$ cat src/rtl/toggle_pulse_gen_if.sv
// Button-side signal bundle for toggle_pulse_gen.
// The master drives the raw button level; the slave (the pulse generator)
// returns the toggle pulse and the debounced level.
interface toggle_pulse_gen_if;
    logic btn_in;
    logic T;
    logic btn_level;

    modport master (
        output btn_in,
        input  T,
        input  btn_level
    );

    modport slave (
        input  btn_in,
        output T,
        output btn_level
    );
endinterface

$ cat src/rtl/toggle_pulse_gen.sv
// Debounced push-button to one-clock toggle pulse, with optional auto-repeat.
// Feeds TFF_Sync.T directly; shares clk and reset with it.
//
//   state        | meaning
//   -------------+-------------------------------------------------------
//   IDLE         | button released, waiting for a high sample
//   PRESS_WAIT   | counting consecutive high samples before accepting
//   PRESSED      | press accepted, btn_level=1, optional auto-repeat
//   RELEASE_WAIT | counting consecutive low samples before accepting
module toggle_pulse_gen #(
    parameter int SYNC_STAGES     = 2,
    parameter int DEBOUNCE_CYCLES = 4,
    parameter int REPEAT_CYCLES   = 0
) (
    input  logic               clk,
    input  logic               reset,
    toggle_pulse_gen_if.slave  bus
);

    localparam int MAX_COUNT = (DEBOUNCE_CYCLES > REPEAT_CYCLES) ? DEBOUNCE_CYCLES : REPEAT_CYCLES;
    localparam int CNT_W     = $clog2(MAX_COUNT + 1);

    // The FSM registers act as the final synchroniser stage, so the explicit
    // chain is one flop shorter. This keeps the first pulse exactly
    // SYNC_STAGES+DEBOUNCE_CYCLES edges after the first high sample.
    localparam int CHAIN = SYNC_STAGES - 1;

    // A period of 1 would give back-to-back pulses, which TFF_Sync would see
    // as a held T; the shortest usable repeat period is therefore 2.
    localparam bit REPEAT_ON  = (REPEAT_CYCLES > 0);
    localparam int REP_PERIOD = (REPEAT_CYCLES == 1) ? 2 : REPEAT_CYCLES;
    localparam int REP_LAST_I = REPEAT_ON ? (REP_PERIOD - 1) : 0;

    localparam logic [CNT_W-1:0] DEB_DONE = CNT_W'(DEBOUNCE_CYCLES);
    localparam logic [CNT_W-1:0] REP_LAST = CNT_W'(REP_LAST_I);
    localparam logic [CNT_W-1:0] CNT_ONE  = CNT_W'(1);

    typedef enum logic [1:0] {
        IDLE,
        PRESS_WAIT,
        PRESSED,
        RELEASE_WAIT
    } state_t;

    logic [CHAIN-1:0] sync_q;
    logic             btn_sync;

    state_t           state_q, state_d;
    logic [CNT_W-1:0] deb_q, deb_d;
    logic [CNT_W-1:0] rep_q, rep_d;
    logic             t_q, t_d;
    logic             lvl_q, lvl_d;

    assign btn_sync = sync_q[CHAIN-1];

    // Shift the raw button level through the synchroniser chain.
    always_ff @(posedge clk) begin
        if (reset) begin
            sync_q <= '0;
        end else begin
            sync_q <= CHAIN'({sync_q, bus.btn_in});
        end
    end

    // State, counters and registered outputs.
    always_ff @(posedge clk) begin
        if (reset) begin
            state_q <= IDLE;
            deb_q   <= '0;
            rep_q   <= '0;
            t_q     <= 1'b0;
            lvl_q   <= 1'b0;
        end else begin
            state_q <= state_d;
            deb_q   <= deb_d;
            rep_q   <= rep_d;
            t_q     <= t_d;
            lvl_q   <= lvl_d;
        end
    end

    // Next-state, counter and output decode.
    always_comb begin
        state_d = state_q;
        deb_d   = deb_q;
        rep_d   = rep_q;
        t_d     = 1'b0;
        lvl_d   = lvl_q;

        case (state_q)
            IDLE: begin
                lvl_d = 1'b0;
                if (btn_sync) begin
                    state_d = PRESS_WAIT;
                    deb_d   = CNT_ONE;
                end
            end

            PRESS_WAIT: begin
                if (!btn_sync) begin
                    state_d = IDLE;
                    deb_d   = '0;
                end else if (deb_q == DEB_DONE) begin
                    state_d = PRESSED;
                    t_d     = 1'b1;
                    lvl_d   = 1'b1;
                    rep_d   = '0;
                end else begin
                    deb_d = deb_q + CNT_ONE;
                end
            end

            PRESSED: begin
                if (!btn_sync) begin
                    state_d = RELEASE_WAIT;
                    deb_d   = CNT_ONE;
                end else if (REPEAT_ON) begin
                    if (rep_q == REP_LAST) begin
                        t_d   = 1'b1;
                        rep_d = '0;
                    end else begin
                        rep_d = rep_q + CNT_ONE;
                    end
                end
            end

            RELEASE_WAIT: begin
                if (btn_sync) begin
                    state_d = PRESSED;
                    rep_d   = '0;
                end else if (deb_q == DEB_DONE) begin
                    state_d = IDLE;
                    lvl_d   = 1'b0;
                    deb_d   = '0;
                end else begin
                    deb_d = deb_q + CNT_ONE;
                end
            end

            default: begin
                state_d = IDLE;
                deb_d   = '0;
                rep_d   = '0;
                lvl_d   = 1'b0;
            end
        endcase
    end

    assign bus.T         = t_q;
    assign bus.btn_level = lvl_q;

endmodule

$ cat src/flat_wrapper.sv
// flat-port wrapper written by rule: the top's interface ports become plain ports
module toggle_pulse_gen_flat 
#(
    parameter int SYNC_STAGES     = 2,
    parameter int DEBOUNCE_CYCLES = 4,
    parameter int REPEAT_CYCLES   = 0
)
  (clk, reset, bus_btn_in, bus_T, bus_btn_level);
  toggle_pulse_gen_if bus_i ();
  input  logic clk;
  input  logic reset;
  input wire logic [$bits(bus_i.btn_in)-1:0] bus_btn_in;
  output wire logic [$bits(bus_i.T)-1:0] bus_T;
  output wire logic [$bits(bus_i.btn_level)-1:0] bus_btn_level;
  assign bus_i.btn_in = bus_btn_in;
  assign bus_T = bus_i.T;
  assign bus_btn_level = bus_i.btn_level;
  toggle_pulse_gen #(.SYNC_STAGES(SYNC_STAGES), .DEBOUNCE_CYCLES(DEBOUNCE_CYCLES), .REPEAT_CYCLES(REPEAT_CYCLES)) u_core (.clk(clk), .reset(reset), .bus(bus_i));
endmodule
$ cat config.mk
export PLATFORM = sky130hd
export DESIGN_NAME = toggle_pulse_gen_flat
export DESIGN_NICKNAME = d
export VERILOG_FILES = /design/src/rtl/toggle_pulse_gen_if.sv /design/src/rtl/toggle_pulse_gen.sv /design/src/flat_wrapper.sv
export SDC_FILE = /design/constraint.sdc
export NUM_CORES = 1
export LEC_CHECK = 0
export ABC_AREA = 1
export BUFFER_PORTS_ARGS = -buffer_cell sky130_fd_sc_hd__buf_2
export CORE_AREA = 5 5 42 44
export CTS_BUF_LIST = sky130_fd_sc_hd__clkbuf_2
export DETAILED_ROUTE_END_ITERATION = 16
export DIE_AREA = 0 0 47 49
export GPL_ROUTABILITY_DRIVEN = 0
export REMOVE_ABC_BUFFERS = 1
export SLEW_MARGIN = 20
export SYNTH_ARGS = -nofsm -noshare
export SYNTH_HDL_FRONTEND = slang
export SYNTH_SLANG_ARGS = --single-unit
$ cat constraint.sdc
create_clock -name clk -period 1.62 [get_ports clk]
set_clock_uncertainty 0.2 [all_clocks]
set_input_delay 0.405 -clock clk [delete_from_list [all_inputs] [get_ports clk]]
set_output_delay 0.405 -clock clk [all_outputs]
set_load 0.05 [all_outputs]
# == Word level (Yosys, flattened, before mapping) ==
# Cells that the tools add are included.
# W data, S select, Z words.
# totals
ff_bits,8
output_inout_bits,2
in_bits,3
elab_cells,47
# classes
bitwise,2
n_eq_ne,13
n_reduce_logical,6
mux,20
add_sub_neg,1
# ops
op,n
$mux W3,6
$mux W2,6
$pmux W3 S4,1
$ne A2 B1 Y1 const B,4
$pmux W2 S4,1
$reduce_and A4 Y1,2
$ne A3 B3 Y1 const B,2
$mux W1,5
$reduce_and A5 Y1,1
$eq A2 B2 Y1 const B,2
$ne A2 B2 Y1 const B,2
$add A3 B1 Y3 const B,1
$eq A3 B3 Y1 const B,1
$ne A3 B1 Y1 const B,1
$pmux W1 S3,1
$reduce_bool A3 Y1,1
$reduce_or A3 Y1,1
$eq A2 B1 Y1 const B,1
$logic_not A2 Y1,1
$not A1 Y1,2

# == Longest topological paths before layout ==
# logic_depth
depth_word,4
mapped_depth,8

# == Least setup slack after synthesis ==
# Ideal clock, no wire load.
# synth_path
path_type,register to register
start,register u_core.deb_q[0]
end,register u_core.deb_q[0]
path_buffers,0
setup_time_ps,113
path_stages_with_launch,9
t_required_ps,1307
t_arrival_ps,1003
setup_slack_ps,303
path_cell_list,dfxtp_1 inv_1 ha_1 nand3_2 nand2_2 nand2_4 nand2_1 nor2_1 nor2_1
# synth_between
elab_chain_len,4
word_cells_on_any_way,9
# synth_lines
element,line_no,text
start: declaration,toggle_pulse_gen.sv:49,"logic [CNT_W-1:0] deb_q, deb_d;"
start signal: assignment,toggle_pulse_gen.sv:69,deb_q <= '0;
start signal: assignment,toggle_pulse_gen.sv:75,deb_q <= deb_d;
$add A3 B1 Y3 or $eq A3 B3 Y1 (tied branches),-,
"$mux W3, on equally long branches","toggle_pulse_gen.sv:131, toggle_pulse_gen.sv:103",
"$mux W3, on equally long branches","toggle_pulse_gen.sv:128, toggle_pulse_gen.sv:100",
$pmux W3 S4,toggle_pulse_gen.sv:90,case (state_q)
# Several ways; a longest one is shown, not always the timed one. The select of a mux whose other input is x is not followed.
# A chain may end at the register's enable or synchronous reset.

# == Worst setup path in the final report ==
# Ends and elaborated chain as after synthesis.

==> reports/summary.log <==
INFO  drt            wl_per_cell=9.81um
INFO  cts            cts-hold-fix-buffers=0
INFO  logic_synthesis synthTopCellsByCount=sky130_fd_sc_hd__nand2_1 (14), sky130_fd_sc_hd__dfxtp_1 (8), sky130_fd_sc_hd__inv_1 (8), sky130_fd_sc_hd__nor2_1 (8), sky130_fd_sc_hd__nand3_1 (5)
INFO  timing         final-setup-viol-count=0
INFO  finish         layout.nets=74
INFO  die            placement_rows=14
INFO  critical_path  worst-path-buf-inv=1
INFO  timing         post-route-min-period=1430ps
INFO  critical_path  maximum_cell_stage_delay_along_the_critical_path=360ps
INFO  grt            globalRouteOverflowTotal=0
INFO  drt            wl=814um
INFO  critical_path  critPathKind=register to register
INFO  job            maxCapViolCount=0
INFO  timing         finalCritPeriodShare=88.1%
INFO  timing         fmax=701MHz
INFO  grt            grtUsageTotal=8.19%
INFO  finish         post_route_cells_drive_above_1_share=20.9%
INFO  run_status     outcome=finished, final reports clean
INFO  logic_synthesis synthTopCellsByArea=sky130_fd_sc_hd__dfxtp_1 (38%), sky130_fd_sc_hd__nand2_1 (13%), sky130_fd_sc_hd__inv_1 (7.1%)
INFO  grt            antenna_found_initial=0
INFO  logic_synthesis postSynthAreaPerCell=7.01squm
INFO  cts            numCtsBuffers=3
INFO  drt            highest-signal-layer=met4
INFO  critical_path  critPathLaunchType=register
INFO  drt            wl_met3=17um
INFO  placement      hpwl=615um
INFO  critical_path  crit-reg2reg-capture=u_core.deb_q[0]
INFO  hold_path      hold_path_startpoint=reset
INFO  power_and_ir_drop power.density_cell_area=859mW/mm^2
INFO  hold_path      worst_hold_path_type=input pin to register
INFO  drt            wl_met1=384um
INFO  drt            route.detailed.vias_per_inst=4.45
INFO  grt            maximum_number_of_pins_on_one_net_before_global_route_repair=8
INFO  cts            cts_root_buf=sky130_fd_sc_hd__clkbuf_2
INFO  logic_synthesis yosys.area.top_type=sky130_fd_sc_hd__dfxtp_1
INFO  finish         final_cell_count_no_fill=83
INFO  die            fp.coreArea=0.00140sqmm
INFO  hold_path      worst_hold_endpoint=u_core.btn_sync
INFO  power_and_ir_drop leakage=0.245nW
INFO  finish         area_growth_syn_to_layout=13.1%
INFO  placement      placed_cells_incl_taps=80
INFO  drt            wl_met2=397um
INFO  logic_synthesis synth_seq_cells=8
INFO  cts            post-cts-setup-buffer-count=0
INFO  critical_path  timing.critical_path.max_delay_family=simple AND/OR/NAND/NOR gates
INFO  drt            drt-initial-drc-count=3
INFO  cts            postCtsResizedCells=0
INFO  die            full_die_area=0.00230sqmm
INFO  placement      port-buffer-count=4
INFO  die            ios=5
INFO  drt            vias=369
INFO  die            floorplan.die.width=47um
INFO  logic_synthesis synth_cell_types=16
INFO  hold_path      worstHoldPathCells=2
INFO  die            fp.dieH=49um
INFO  critical_path  path_cells=inv_1 -> ha_1 -> nand3_2 -> nand2_2 -> nand2_4 -> nand2_1 -> nor2_1 -> nor2_1
INFO  cts            tritoncts_clock_tree=built
INFO  finish         diode_insertion_count_for_antenna_repair=0
INFO  critical_path  r2r_start=u_core.deb_q[0]
INFO  critical_path  critPathRequiredTime=1560ps
INFO  drt            drc_errors=0
INFO  critical_path  slowest_stage=sky130_fd_sc_hd__dfxtp_1
INFO  drt            ant_nets=0
INFO  logic_synthesis synthesis.instances=60
INFO  logic_synthesis number_of_flops_mapped_to_enable_cells_by_yosys=0
INFO  critical_path  cpMostUsedCell=sky130_fd_sc_hd__nor2_1
INFO  drt            detail_route.first_pass.iterations=2
INFO  cts            clk-insertion-delay-late=240ps
INFO  timing         grt_setup_unrepaired=no
INFO  critical_path  worst-r2r-setup-slack=190ps
INFO  timing         finalHoldViolCount=0
INFO  logic_synthesis syn_area=420squm
INFO  logic_synthesis post_synthesis_async_set_or_reset_flop_share=0%
INFO  logic_synthesis yosysMostFrequentCell=sky130_fd_sc_hd__nand2_1
INFO  cts            cts_max_level=1
INFO  power_and_ir_drop irDropWorstVdd=0.000331V
INFO  logic_synthesis synth.top_cell.area_share=38.1%
INFO  critical_path  reg2regPathDepth=8
INFO  critical_path  cp_max_fo=6
INFO  logic_synthesis synth_sequential_area_ratio=38.1%
INFO  critical_path  cp_data_arrival_time=1370ps
INFO  timing         finalSetupTns=0ps
INFO  cts            cts_max_path_buffers=2
INFO  cts            worst_setup_hold_path_clk_slew=90ps
INFO  timing         worstMarginPinSlew=268ps
INFO  die            effective_utilization_at_floorplan=30.0%
INFO  logic_synthesis yosys_warnings=0
INFO  timing         drv_slew=0
INFO  timing         relSlewSlack=82.1%
INFO  grt            grt_pass1_wl=1.29mm
INFO  cts            clock_sink_count=8
INFO  grt            number_of_global_route_vias_before_repair=319
INFO  logic_synthesis synth_ff_type=sky130_fd_sc_hd__dfxtp_1
INFO  critical_path  timing.critical_path.to_type=register
==> worst reg2reg max path: stages (launching register included) <==
cell	delay (ps)
sky130_fd_sc_hd__dfxtp_1	360
sky130_fd_sc_hd__inv_1	90
sky130_fd_sc_hd__ha_1	240
sky130_fd_sc_hd__nand3_2	110
sky130_fd_sc_hd__nand2_2	70
sky130_fd_sc_hd__nand2_4	80
sky130_fd_sc_hd__nand2_1	50
sky130_fd_sc_hd__nor2_1	90
sky130_fd_sc_hd__nor2_1	50
==> metrics by stage <==
| stage | area [sq um] | power, mW | utilization (%) | setup WS, ps | hold slack (ps) |
|---|---|---|---|---|---|
| finish | 475 | 0.408 | 33.9 | 192 | 133 |
| detailed placement | 460 | 0.293 | 32.9 | 201 | 260 |
| CTS | 475 | 0.416 | 33.9 | 176 | 118 |
| global route | 475 | 0.439 | 33.9 | 108 | 125 |
| floorplan | 420 | 0.278 | - | 303 | 276 |
| global placement | 460 | 0.292 | 32.9 | 221 | 256 |
==> kinds of logic (layout without fill, tap and decap cells) <==
group	count (synthesis)	count (layout)	synth area share (%)
flops	8	8	38.1
compound gates	4	4	4.76
simple gates	37	37	43.2
buf+inv	9	16	8.04
fa+ha+maj	2	2	5.95
==> layer usage <==
layer	global-route usage, %	up-vias
li1	-	205
met1	9.76	161
met2	10.9	1
met3	2.21	2
met4	8.29	0
met5	0	-
==> cells in the final DEF (no fill, tap or decap), drive strengths merged <==
| cell | instances |
|---|---|
| nand2 | 17 |
| inv | 9 |
| nor2 | 9 |
| dfxtp | 8 |
| nand3 | 6 |
| buf | 4 |
| nand4 | 3 |
| clkbuf | 3 |
| o21ai | 2 |
| a21oi | 2 |
| ha | 2 |
| and3 | 1 |
| and2 | 1 |
==> power by group <==
| group | internal [mW] | total [mW] | switching (mW) |
|---|---|---|---|
| Sequential | 0.207 | 0.220 | 0.0126 |
| Clock | 0.0505 | 0.122 | 0.0710 |
| Combinational | 0.0276 | 0.0672 | 0.0396 |
==> cell type report <==
cell class | instances | area, sq um
repair buffers | 4 | 20.0
inverters | 9 | 33.8
fillers | 171 | 926
clock buffers | 3 | 15.0
multi-input cells | 43 | 226
flip-flops and latches | 8 | 160
well taps | 16 | 20.0
==> how the worst max path moves through the flow <==
stage                               startpoint              end  depth (start not counted)
after floorplan                u_core.deb_q[0]  u_core.deb_q[0]                          8
after global placement         u_core.deb_q[0]  u_core.deb_q[0]                          8
after detailed placement       u_core.deb_q[0]  u_core.deb_q[0]                          8
after CTS                 u_core.bus.btn_level    bus_btn_level                          1
after global routing           u_core.deb_q[0]  u_core.deb_q[0]                          8
final                          u_core.deb_q[0]  u_core.deb_q[0]                          8
No activity file was read; power rests on OpenSTA's default activity.
